`config.mk`:
```
export PLATFORM = sky130hd
export DESIGN_NAME = lsu_master
export DESIGN_NICKNAME = d
export VERILOG_FILES = /design/src/rtl/lsu_master.sv
export SDC_FILE = /design/constraint.sdc
export NUM_CORES = 1
export LEC_CHECK = 0
export ABC_AREA = 1
export BUFFER_PORTS_ARGS = -buffer_cell sky130_fd_sc_hd__buf_2
export CORE_AREA = 2 2 114 116
export CTS_CLUSTER_DIAMETER = 200
export DETAILED_ROUTE_END_ITERATION = 8
export DIE_AREA = 0 0 116 118
export GPL_TIMING_DRIVEN = 0
export PLACE_DENSITY = 0.78
export SYNTH_ARGS = -nofsm -noshare
export SYNTH_HDL_FRONTEND = slang
export SYNTH_SLANG_ARGS = --single-unit
```
`constraint.sdc`:
```
create_clock -name clk -period 1.3 [get_ports clk]
set_input_delay 0.26 -clock clk [delete_from_list [all_inputs] [get_ports clk]]
set_output_delay 0.26 -clock clk [all_outputs]
set_load 0.01 [all_outputs]
```
`src/rtl/lsu_master.sv`:
```
// Load/store unit memory master: takes one M-stage access at a time, checks alignment,
// issues a word-wide memory request and returns lane-extracted, extended load data.
module lsu_master #(
    parameter int TIMEOUT = 16
) (
    input  logic        clk,
    input  logic        reset,
    input  logic        req_valid,
    input  logic        req_we,
    input  logic [1:0]  req_size,
    input  logic        req_sign,
    input  logic [31:0] req_addr,
    input  logic [31:0] req_wdata,
    output logic        req_ready,
    output logic        resp_valid,
    output logic [31:0] resp_rdata,
    output logic        addr_err,
    output logic        bus_err,
    output logic        mem_req,
    output logic        mem_we,
    output logic [31:0] mem_addr,
    output logic [3:0]  mem_be,
    output logic [31:0] mem_wdata,
    input  logic        mem_ack,
    input  logic [31:0] mem_rdata
);

    typedef enum logic [1:0] {
        IDLE,
        REQ,
        RESP
    } state_t;

    state_t      state;
    state_t      state_next;
    logic [7:0]  req_cnt;
    logic        lat_we;
    logic [1:0]  lat_size;
    logic        lat_sign;
    logic [31:0] lat_addr;
    logic [31:0] lat_wdata;
    logic        misaligned;
    logic        accept;
    logic        timed_out;
    logic [31:0] lane_data;
    logic [31:0] load_data;

    // Size 11 has no legal alignment, so it is rejected like any misaligned access.
    always_comb begin
        misaligned = 1'b0;
        case (req_size)
            2'b00:   misaligned = 1'b0;
            2'b01:   misaligned = req_addr[0];
            2'b10:   misaligned = (req_addr[1:0] != 2'b00);
            default: misaligned = 1'b1;
        endcase
    end

    assign accept    = (state == IDLE) && req_valid && !misaligned;
    assign timed_out = (state == REQ) && !mem_ack && (req_cnt == 8'(TIMEOUT));

    always_ff @(posedge clk) begin
        if (!reset) begin
            state <= IDLE;
        end else begin
            state <= state_next;
        end
    end

    // An ack in the final allowed cycle still completes normally; timeout only fires without one.
    always_comb begin
        state_next = state;
        case (state)
            IDLE: if (accept) state_next = REQ;
            REQ: begin
                if (mem_ack) begin
                    state_next = RESP;
                end else if (timed_out) begin
                    state_next = IDLE;
                end
            end
            RESP:    state_next = IDLE;
            default: state_next = IDLE;
        endcase
    end

    always_comb begin
        req_ready  = 1'b0;
        mem_req    = 1'b0;
        resp_valid = 1'b0;
        case (state)
            IDLE:    req_ready  = 1'b1;
            REQ:     mem_req    = 1'b1;
            RESP:    resp_valid = 1'b1;
            default: req_ready  = 1'b0;
        endcase
    end

    // Shift the addressed lane down to bit 0, then extend to the access width.
    always_comb begin
        lane_data = mem_rdata >> {lat_addr[1:0], 3'b000};
        load_data = lane_data;
        case (lat_size)
            2'b00:   load_data = {{24{lat_sign & lane_data[7]}}, lane_data[7:0]};
            2'b01:   load_data = {{16{lat_sign & lane_data[15]}}, lane_data[15:0]};
            default: load_data = lane_data;
        endcase
    end

    always_ff @(posedge clk) begin
        if (!reset) begin
            req_cnt    <= 8'd0;
            lat_we     <= 1'b0;
            lat_size   <= 2'b00;
            lat_sign   <= 1'b0;
            lat_addr   <= 32'd0;
            lat_wdata  <= 32'd0;
            resp_rdata <= 32'd0;
            addr_err   <= 1'b0;
            bus_err    <= 1'b0;
        end else begin
            addr_err <= (state == IDLE) && req_valid && misaligned;
            bus_err  <= timed_out;
            if (accept) begin
                lat_we    <= req_we;
                lat_size  <= req_size;
                lat_sign  <= req_sign;
                lat_addr  <= req_addr;
                lat_wdata <= req_wdata;
                req_cnt   <= 8'd1;
            end else if (state == REQ) begin
                req_cnt <= req_cnt + 8'd1;
            end
            if ((state == REQ) && mem_ack) begin
                resp_rdata <= lat_we ? 32'd0 : load_data;
            end
        end
    end

    assign mem_we   = lat_we;
    assign mem_addr = {lat_addr[31:2], 2'b00};

    // Narrow stores are replicated across all lanes; the byte enables pick the live one.
    always_comb begin
        mem_be    = 4'b1111;
        mem_wdata = lat_wdata;
        case (lat_size)
            2'b00: begin
                mem_be    = 4'b0001 << lat_addr[1:0];
                mem_wdata = {4{lat_wdata[7:0]}};
            end
            2'b01: begin
                mem_be    = 4'b0011 << lat_addr[1:0];
                mem_wdata = {2{lat_wdata[15:0]}};
            end
            default: begin
                mem_be    = 4'b1111;
                mem_wdata = lat_wdata;
            end
        endcase
    end

endmodule

```
Word level (Yosys, flattened, before mapping)
Cells that the tools add are included.

storage, ports and cells
  input port bits = 104
  memories = 0
  ROM bits = 0
  logic and storage cells = 55
  output and inout port bits = 106
  latch bits = 0
  memory bits (writable) = 0
  register bits after elaboration = 112

cells by class
  shift operators = 3
  eq/ne operators = 8
  reduce and logical (&&, ||, !) cells = 15
  $lt $le $gt $ge = 0
  add/sub/neg operators = 1
  multipliers = 0
  div/mod/pow operators = 0
  mux-type cells = 14
  bitwise logic cells = 3

operators by type and width
  operator             count
  $pmux 32 s2          2
  $mux 32              1
  $shr 32x5->32        1
  $add 8x1->8 const B  1
  $eq 8x5->1 const B   1
  $pmux 4 s2           1
  $eq 2x1->1 const B   3
  $logic_and 1x1->1    6
  $logic_not 2->1      3
  $mux 2               3
  $mux 1               5
  $eq 2x2->1 const B   2
  $pmux 2 s2           1
  $reduce_bool 2->1    2
  $shl 1x2->4 const A  1
  $shl 2x2->4 const A  1
  $ne 3x3->1 const B   1
  $pmux 1 s3           1
  $and 1x1->1          2
  $logic_not 1->1      2
  $ne 2x2->1 const B   1
  $reduce_and 2->1     1
  $reduce_or 2->1      1
  $not 1->1            1

Longest topological paths before layout
Gate-level depths: netlist of the first run.

  word-level depth = 6
  depth in mapped cells = 10
  gate-level depth less buffers = 9

Least setup slack after synthesis of the first run
OpenSTA, ideal clock, no wires.

  path type = register to output
  start = register lat_size[1]
  end = output port mem_wdata[8]
  arrival time = 1.171 ns
  data required time = 1.040 ns
  buffers on the path = 2
  slack = -0.131 ns
  stages on the path, launching flop included = 8
  path through = dfxtp_1 buf_6 inv_6 nand2_4 inv_1 clkbuf_1 nand2_1 o21ai_0

on the way
  longest elaborated chain between the ends = 2
  elaborated cells between the ends (all ways) = 3
  classes of those cells = 1 x eq/ne; 1 x mux; 1 x reduce/logical

RTL lines
  item                                                  line  text
  from (decl)                                           38    logic [1:0] lat_size;
  from (signal assigned)                                126   lat_size <= req_size;
  $eq 2x1->1 / $logic_not 2->1 (equally long branches)  147   case (lat_size)
  $pmux 32 s2 (*)                                       147
  to (decl)                                             23    output logic [31:0] mem_wdata,

Mark *: on every way between the ends. The rest lies on a longest branch, timed or not.

Final worst setup path of the first run
  start = register lat_size[1]
  end = output port mem_wdata[31]

The elaborated chain is that of the path after synthesis.

==> results of run 1 <==
## per-stage QoR
| stage | setup WS, ps | hold slack (ps) | TNS, ps | total power, mW |
|---|---|---|---|---|
| after floorplan | -36.9 | 363 | -110 | 4.47 |
| after global placement | -412 | 446 | -35750 | 4.99 |
| after detailed placement | -399 | 449 | -36140 | 5.00 |
| after CTS | -405 | 75.6 | -15830 | 8.23 |
| final | -430 | 82.5 | -15060 | 8.66 |
| after global routing | -487 | 98.0 | -23520 | 8.94 |
## flip-flops by register name, indices dropped and copies added, names as in the netlist
name / cells
lat_addr: 32
lat_wdata: 32
resp_rdata: 32
req_cnt: 8
lat_size: 2
state: 2
addr_err: 1
bus_err: 1
lat_sign: 1
mem_we: 1
## report_power, final
group          leakage (nW)  switching, mW  internal, mW
combinational          3.38           1.10         0.952
sequential            0.916          0.106          3.57
clock                 0.150           1.32          1.62
total                  4.45           2.52          6.14
## area by class of cell
| type | instances | area, um2 | share of cell area, % |
|---|---|---|---|
| Tap cell | 172 | 215 | 2.43 |
| Buffer | 81 | 782 | 8.84 |
| Sequential cell | 112 | 2270 | 25.6 |
| Timing Repair Buffer | 272 | 1840 | 20.7 |
| Clock inverter | 3 | 47.5 | 0.537 |
| Clock buffer | 13 | 260 | 2.94 |
| Multi-Input combinational cell | 530 | 3200 | 36.2 |
| Inverter | 54 | 243 | 2.74 |
## final timing paths
| path | startpoint | to | slack, ps | cells after the start |
|---|---|---|---|---|
| worst max-delay path | lat_size[1] | mem_wdata[31] | -430 | 5 |
| worst min-delay path | req_wdata[18] | lat_wdata[18] | 80 | 3 |
| worst max register to register | lat_size[1] | resp_rdata[31] | -160 | 10 |
| worst min register to register | resp_rdata[9] | resp_rdata[9] | 460 | 2 |
## cell families (layout without fill, tap and decap cells)
family	after synthesis	count (layout)
buf+inv	138	423
fa+ha+maj	2	2
simple gates	400	402
xor+xnor	3	3
compound gates	121	121
other cells	1	2
flops	112	112
## synthesized netlist by cell type, types with 3 or more instances
library cell | instances | area [um2]
buf_6 | 4 | 45.0
clkbuf_1 | 19 | 71.3
nand3_4 | 3 | 52.6
nand2_1 | 301 | 1130
nand2_2 | 3 | 18.8
nor2_1 | 12 | 45.0
inv_1 | 48 | 180
dfxtp_1 | 112 | 2240
o211ai_1 | 16 | 120
buf_4 | 42 | 315
nand3_1 | 71 | 355
o21ai_0 | 59 | 295
inv_2 | 4 | 15.0
a21oi_1 | 44 | 220
nor3_1 | 3 | 15.0
buf_2 | 18 | 90.1
## placed cells by master (no fill, tap or decap), drive strengths merged, types with 3 or more instances in the layout
cell    Yosys  layout
buf        65     334
nand2     305     306
dfxtp     112     112
nand3      74      74
o21ai      60      60
inv        53      53
a21oi      44      44
clkbuf     19      32
o211ai     16      16
nor2       14      15
nor3        3       3
clkinv      1       3
## what timing repair did
action                                 4_1_cts  5_1_grt
pin swaps                                   14       28
gates cloned                                13        7
setup buffers                               26       22
resized for setup                          212      232
setup endpoints to repair                  139      142
endpoints found under the hold margin        0        0
## critical path, cell delays in order, from the launching register on
cell and delay (ps):
dfxtp_4 390, buf_4 150, nor2_4 140, nand2_1 80
o211ai_1 140, buf_2 200
## routing by layer
layer / share of wire (%) / vias up
met1: 36 / 3012
met2: 50 / 378
met3: 9.4 / 82
met5: 0 / -
met4: 4.0 / 0
li1: - / 3013
==> flow_summary.ini, run 1 <==
[outcome]
status = complete, but fails checks
violations = negative setup slack

[final_layout]
stdcell_area_mm2 = 0.00885
nNetsFinal = 1166
fin_cells = 1237
synthToLayoutAreaGrowth_pct = 65.3
final_util_pct = 71.3
fill_cells = 934
drive_gt1_share_pct = 54.1
diodes = 0

[setup_path]
critPathCaptureType = primary output
cp.arrival_ps = 1470
path_class = flip-flop to primary output
required_ps = 1040
cp_max_fo = 6
start_kind = flip-flop

[global_route]
gr-usage-all-layers_pct = 26.1
grtUsageMet3_pct = 7.72
grt-busiest-layer = met2
grt.met2_usage_pct = 44.7
grt_pass1_wl_mm = 28.2
first_global_vias = 5869
use_met1_pct = 30.1
grt.overflow.total = 0
antenna_found_initial = 0
grt_max_degree = 18

[routing]
final_antenna_net_count = 0
wl_mm = 20.8
wl_per_cell_um = 16.8
drc = 0
dr.pass1.iters = 8
via_per_inst = 5.24
drt_iter0_markers = 601
vias = 6485

[placement]
hpwlAfterDp_mm = 12.3
gp_congestion = 0.924
place_inst = 1157
numPortBuffers = 207
placed_area_mm2 = 0.00663

[die]
fp.dieH_um = 118
initial_utilization_pct = 43.1
core_area_mm2 = 0.0124
die-area_mm2 = 0.0137
rows = 41
ioPinCount = 210
die_w_um = 116

[cts]
tritoncts = built
cts.htree.levels = 3
clock_latency_ps = 360
clock_sinks = 112
clkTransAtPathRegs_ps = 80
cts_hold_buf = 0
clk_path_buf_depth = 2
cts_buffers = 9
cts-root-buf = clkbuf_16

[logic_synthesis]
synthArstFlopShare_pct = 0
synth_compound_gate_area_share_pct = 12.2
synth_cells = 777
syn-cell-area_mm2 = 0.00535
yosys_warnings = 0
syn_area_per_cell_um2 = 6.89
synthFlopType = dfxtp_1
synth-seq-area-share_pct = 41.9
synthMuxAreaShare_pct = 0
synth-xor-area-share_pct = 0.491
synthAdderAreaFrac_pct = 0.467
synth_top_family_by_area = simple AND/OR/NAND/NOR gates
synth-edff-count = 0
synthSimpleGateAreaFrac_pct = 31.2
yosysUniqueCellTypes = 32
synth_seq_cells = 112

[power]
p_per_area_mw_per_mm2 = 979
p_leak_nw = 4.45
ir_drop_v = 0.000773

[sta]
finalCritPeriodShare_pct = 133
finalSetupViolCount = 116
worst_pin_slew_ps = 599
hold_violations = 0
setup_slack_ps = -430
max_freq_ghz = 0.578
rsz0062_at_grt = true
slew_headroom_pct = 60.1
layout_min_cycle_time_ps = 1730
finClkSkew_ps = 11.8
slew_violations = 0

[run]
drv_cap = 0

[min_path]
hold_path_class = input port to flip-flop
Power figures use the tool's default switching activity.
==> run 2, diff against run 1 <==
Settings changed: MAX_ROUTING_LAYER set to met4, TNS_END_PERCENT set to 5.
==> run 2 against run 1 <==
  * The flow still finishes with violations (negative setup slack)
  * Largest cell class unchanged
  * Critical path depth shrank 1
  * Sequential power is essentially flat
  * Combinational power shrank 30%
  * Maximum frequency grew 1.8%
  * Critical path type unchanged
  * Global-route usage shrank 1.7 points
  * Non-clock buffer count shrank 51
  * Design area shrank 17%
  * Routed wire length shrank 22%
  * Sequential share of layout area grew 5.2 points
  * Worst setup slack gained 30 ps
==> flow_summary.ini, run 2 (synthesis gave the netlist of run 1 again) <==
[outcome]
status = complete, but fails checks
violations = negative setup slack

[cts]
clock_latency_ps = 350
cts-root-buf = clkbuf_16
cts.htree.levels = 3
clkTransAtPathRegs_ps = 70
cts_buffers = 9
clock_sinks = 112
tritoncts = built
clk_path_buf_depth = 2

[setup_path]
cp.arrival_ps = 1440
required_ps = 1040
path_cells = inv_8 -> clkbuf_16 -> o211ai_1 -> buf_2
cpMaxStageDelayCell = dfxtp_4
start_kind = flip-flop
slowest_delay_ps = 420
path_class = flip-flop to primary output
cp_max_fo = 6
critPathCaptureType = primary output
rrSetupSlack_ps = -180

[die]
core_area_mm2 = 0.0124
ioPinCount = 210
initial_utilization_pct = 43.1
rows = 41
die-area_mm2 = 0.0137
die_w_um = 116
fp.dieH_um = 118

[final_layout]
nNetsFinal = 1113
reg_top3 = lat_addr x32, lat_wdata x32, resp_rdata x32
fin_cells = 1183
stdcell_area_mm2 = 0.00731
layout_commonest_cell = nand2_1
final_cell_mix = nand2_1, buf_2, dfxtp_1, nand3_1, buf_4
drive_gt1_share_pct = 35.3
diodes = 0
synthToLayoutAreaGrowth_pct = 36.6

[sta]
max_freq_ghz = 0.588
setup_slack_ps = -400
layout_min_cycle_time_ps = 1700
slew_violations = 0
hold_violations = 0
finalCritPeriodShare_pct = 131
finalSetupViolCount = 74
finClkSkew_ps = 7.85
rsz0062_at_grt = true
tns_ps = -11810

[global_route]
gr-usage-all-layers_pct = 24.4
grt_pass1_wl_mm = 25.6
grt_max_degree = 17
antenna_found_initial = 0
grt.overflow.total = 0
first_global_vias = 5387

[power]
seqPwrFrac_pct = 47.5
switching_share_pct = 27.8
p_int_mw = 5.56
clkPwrFrac_pct = 33.8
p_per_area_mw_per_mm2 = 1050
ir_drop_v = 0.000735
p_leak_nw = 3.69
p_sw_mw = 2.14
p_comb_share_pct = 18.7

[placement]
numPortBuffers = 207
hpwlAfterDp_mm = 12.2
gp_congestion = 0.940
place_inst = 1157
placed_area_mm2 = 0.00662

[routing]
vias = 5705
dr.pass1.iters = 5
wl_per_cell_um = 13.7
final_antenna_net_count = 0
via_per_inst = 4.82
drc = 0
wl_mm = 16.2
drt_iter0_markers = 406

[run]
drv_cap = 0

[min_path]
hold_path_class = input port to flip-flop
## run 2: cell types whose count changed in the layout (fill, tap and decap cells not counted), sizes merged
cell,change
buf,-49
bufinv,-1
clkbuf,-2
clkinv,-1
clkinvlp,+1
nand2,-1
nor2,-1
## run 2: power by group through the flow
stage	Clock, mW	Sequential (mW)	Combinational (mW)
after floorplan	0	3.72	0.749
after global placement	0	3.72	1.26
after detailed placement	0	3.73	1.26
after CTS	2.63	3.65	1.39
after global routing	2.77	3.68	1.58
final	2.60	3.66	1.44
## run 2: worst paths after layout
check | start | endpoint | depth (start not counted)
setup / recovery | lat_size[1] | mem_wdata[31] | 4
setup reg to reg | lat_size[1] | resp_rdata[22] | 9
hold reg to reg | resp_rdata[11] | resp_rdata[11] | 2
hold / removal | req_addr[30] | lat_addr[30] | 3
## run 2: area by class of cell
cell class | instances | area, um2
fillers | 1201 | 5100
multi-input cells | 528 | 2500
flip-flops and latches | 112 | 2250
repair buffers | 219 | 1190
plain buffers | 83 | 662
clock buffers | 13 | 250
inverters | 54 | 225
well taps | 172 | 215
clock inverters | 2 | 16.3
## run 2: timing repair
action | in CTS | in global routing
cloned | 1 | 1
buffers inserted | 8 | 2
hold buffers | 0 | 0
endpoints found under the setup margin | 140 | 138
pin swaps | 7 | 10
gates resized for setup | 84 | 38
## run 2: stage by stage
stage / power, mW / setup WS (ps) / utilization (%) / hold slack (ps)
finish: 7.70 / -400 / 58.9 / 91.8
detailed placement: 4.99 / -386 / 53.3 / 449
global route: 8.03 / -438 / 58.9 / 90.1
floorplan: 4.47 / -36.9 / - / 363
global placement: 4.98 / -402 / 53.3 / 446
CTS: 7.67 / -457 / 57.8 / 82.7
## run 2: worst max-delay path: cells and delay by family, from the launching register on
| kind | cells | cell delay, ps |
|---|---|---|
| buf+inv | 3 | 400 |
| flops | 1 | 420 |
| compound gates | 1 | 260 |
## run 2: per-layer routing
metal	global-route usage [%]	share of wire (%)
met5	-	0
met4	10.7	2.4
met3	6.28	9.2
met2	37.8	46
met1	29.9	42
==> run 3, diff against run 2 <==
Settings changed: TNS_END_PERCENT 5 to unset.
Clock period 1.3 ns to 1.4 ns, I/O delays scaled along.
==> run 3 against run 2 <==
  * The run still ends with negative setup slack left
  * Critical path depth increased by 2
  * Worst hold slack better by 17 ps
  * Worst setup slack improved by 18 ps
  * Flip-flop and latch count stayed put
  * Die area unchanged
  * Critical path type unchanged
==> flow_summary.ini, run 3 (synthesis gave the netlist of run 1 again) <==
[outcome]
status = complete, but fails checks
violations = negative setup slack

[setup_path]
cp_max_fo = 5
start_kind = flip-flop
cp.arrival_ps = 1500
slowest_delay_ps = 380
cp_common_cell = buf_12
required_ps = 1120
cp_num_buf_inv = 3
path_class = flip-flop to primary output
path_cells = buf_12 -> nor2_4 -> buf_12 -> nand2_2 -> o211ai_1 -> buf_2
critPathCaptureType = primary output
cpMaxStageDelayCell = dfxtp_4
cp_top_family = buffers and inverters

[sta]
worst_pin_slew_ps = 563
max_freq_ghz = 0.561
holdWs_ps = 109
setup_slack_ps = -381
slew_headroom_pct = 62.5
hold_violations = 0
finalCritPeriodShare_pct = 127
tns_ps = -8760
finalSetupViolCount = 28
layout_min_cycle_time_ps = 1780
finClkSkew_ps = 8.59
rsz0062_at_grt = true
slew_violations = 0

[final_layout]
nNetsFinal = 1138
reg_top3 = lat_addr x32, lat_wdata x32, resp_rdata x32
synthToLayoutAreaGrowth_pct = 46.5
drive_gt1_share_pct = 42.1
layout_commonest_cell = nand2_1
stdcell_area_mm2 = 0.00784
final_cell_mix = nand2_1, buf_2, dfxtp_1, nand3_1, buf_4
diodes = 0

[global_route]
first_global_vias = 5466
grt_max_degree = 18
gr-usage-all-layers_pct = 24.7
grt.overflow.total = 0
antenna_found_initial = 0
grt_pass1_wl_mm = 25.9

[cts]
clock_latency_ps = 350
clkTransAtPathRegs_ps = 70
tritoncts = built
clk_path_buf_depth = 2
cts_hold_buf = 0
cts-root-buf = clkbuf_16
cts.htree.levels = 3
clock_sinks = 112
cts_buffers = 9

[die]
initial_utilization_pct = 43.1
ioPinCount = 210
rows = 41
fp.dieH_um = 118
die-area_mm2 = 0.0137
core_area_mm2 = 0.0124
die_w_um = 116

[routing]
drc = 0
via_per_inst = 4.87
dr.pass1.iters = 6
drt_iter0_markers = 429
wl_per_cell_um = 14.4
final_antenna_net_count = 0
wl_mm = 17.4
vias = 5891

[placement]
hpwlAfterDp_mm = 12.2
post-place-ws_ps = -357
numPortBuffers = 207
placed_area_mm2 = 0.00661
gp_congestion = 0.911

[power]
ir_drop_v = 0.000639
p_leak_nw = 3.94
finalPower_mw = 7.47
p_per_area_mw_per_mm2 = 953

[run]
drv_cap = 0

[min_path]
hold_path_class = input port to flip-flop
==> run 3: layer usage <==
| metal | vias up | wire, um | global-route usage, % |
|---|---|---|---|
| met4 | 0 | 400 | 9.30 |
| met1 | 2655 | 7260 | 29.3 |
| met5 | - | 0 | - |
| li1 | 2953 | - | - |
| met2 | 252 | 8420 | 40.1 |
| met3 | 31 | 1310 | 5.97 |
==> run 3: final timing paths <==
kind	slack (ps)	cells past startpoint	from	to
max	-380	6	lat_size[1]	mem_wdata[26]
min	110	3	req_wdata[21]	lat_wdata[21]
max reg2reg	0	10	state[1]	lat_wdata[7]
min reg2reg	460	2	resp_rdata[5]	resp_rdata[5]
==> run 3: layout make-up <==
| type | count | area, um2 |
|---|---|---|
| sequential | 112 | 2260 |
| multi-input combinational | 528 | 2680 |
| inverter | 54 | 221 |
| clock inverter | 3 | 23.8 |
| buffer | 83 | 692 |
| timing repair buffer | 244 | 1490 |
| fill | 1155 | 4570 |
| clock buffer | 13 | 270 |
| tap | 172 | 215 |
==> run 3: worst reg2reg max path, delay by kind of cell, from the launching register on <==
kind                   cells  cell delay, ps
AND/OR/NAND/NOR            5             470
buffers and inverters      4             460
flip-flops                 1             360
AO/OA/AOI/OAI              1              60
==> run 3: metrics by stage <==
step | utilization [%] | instances
finish | 63.2 | 1209
global route | 63.2 | 1209
CTS | 59.7 | 1199
detailed placement | 53.3 | 1157
global placement | 53.3 | 1157
floorplan | - | 778
==> run 3: where the power goes <==
part	switching [mW]	internal (mW)	leakage, nW
Sequential	0.0861	3.31	0.914
Combinational	0.824	0.694	2.88
Clock	1.19	1.36	0.138
Total	2.10	5.37	3.94
==> run 3: what timing repair did <==
| item | CTS | global route |
|---|---|---|
| pin swaps | 8 | 20 |
| cloned | 6 | 3 |
| resized for setup | 94 | 151 |
| endpoints found under the setup margin | 128 | 130 |
| setup buffers | 20 | 12 |
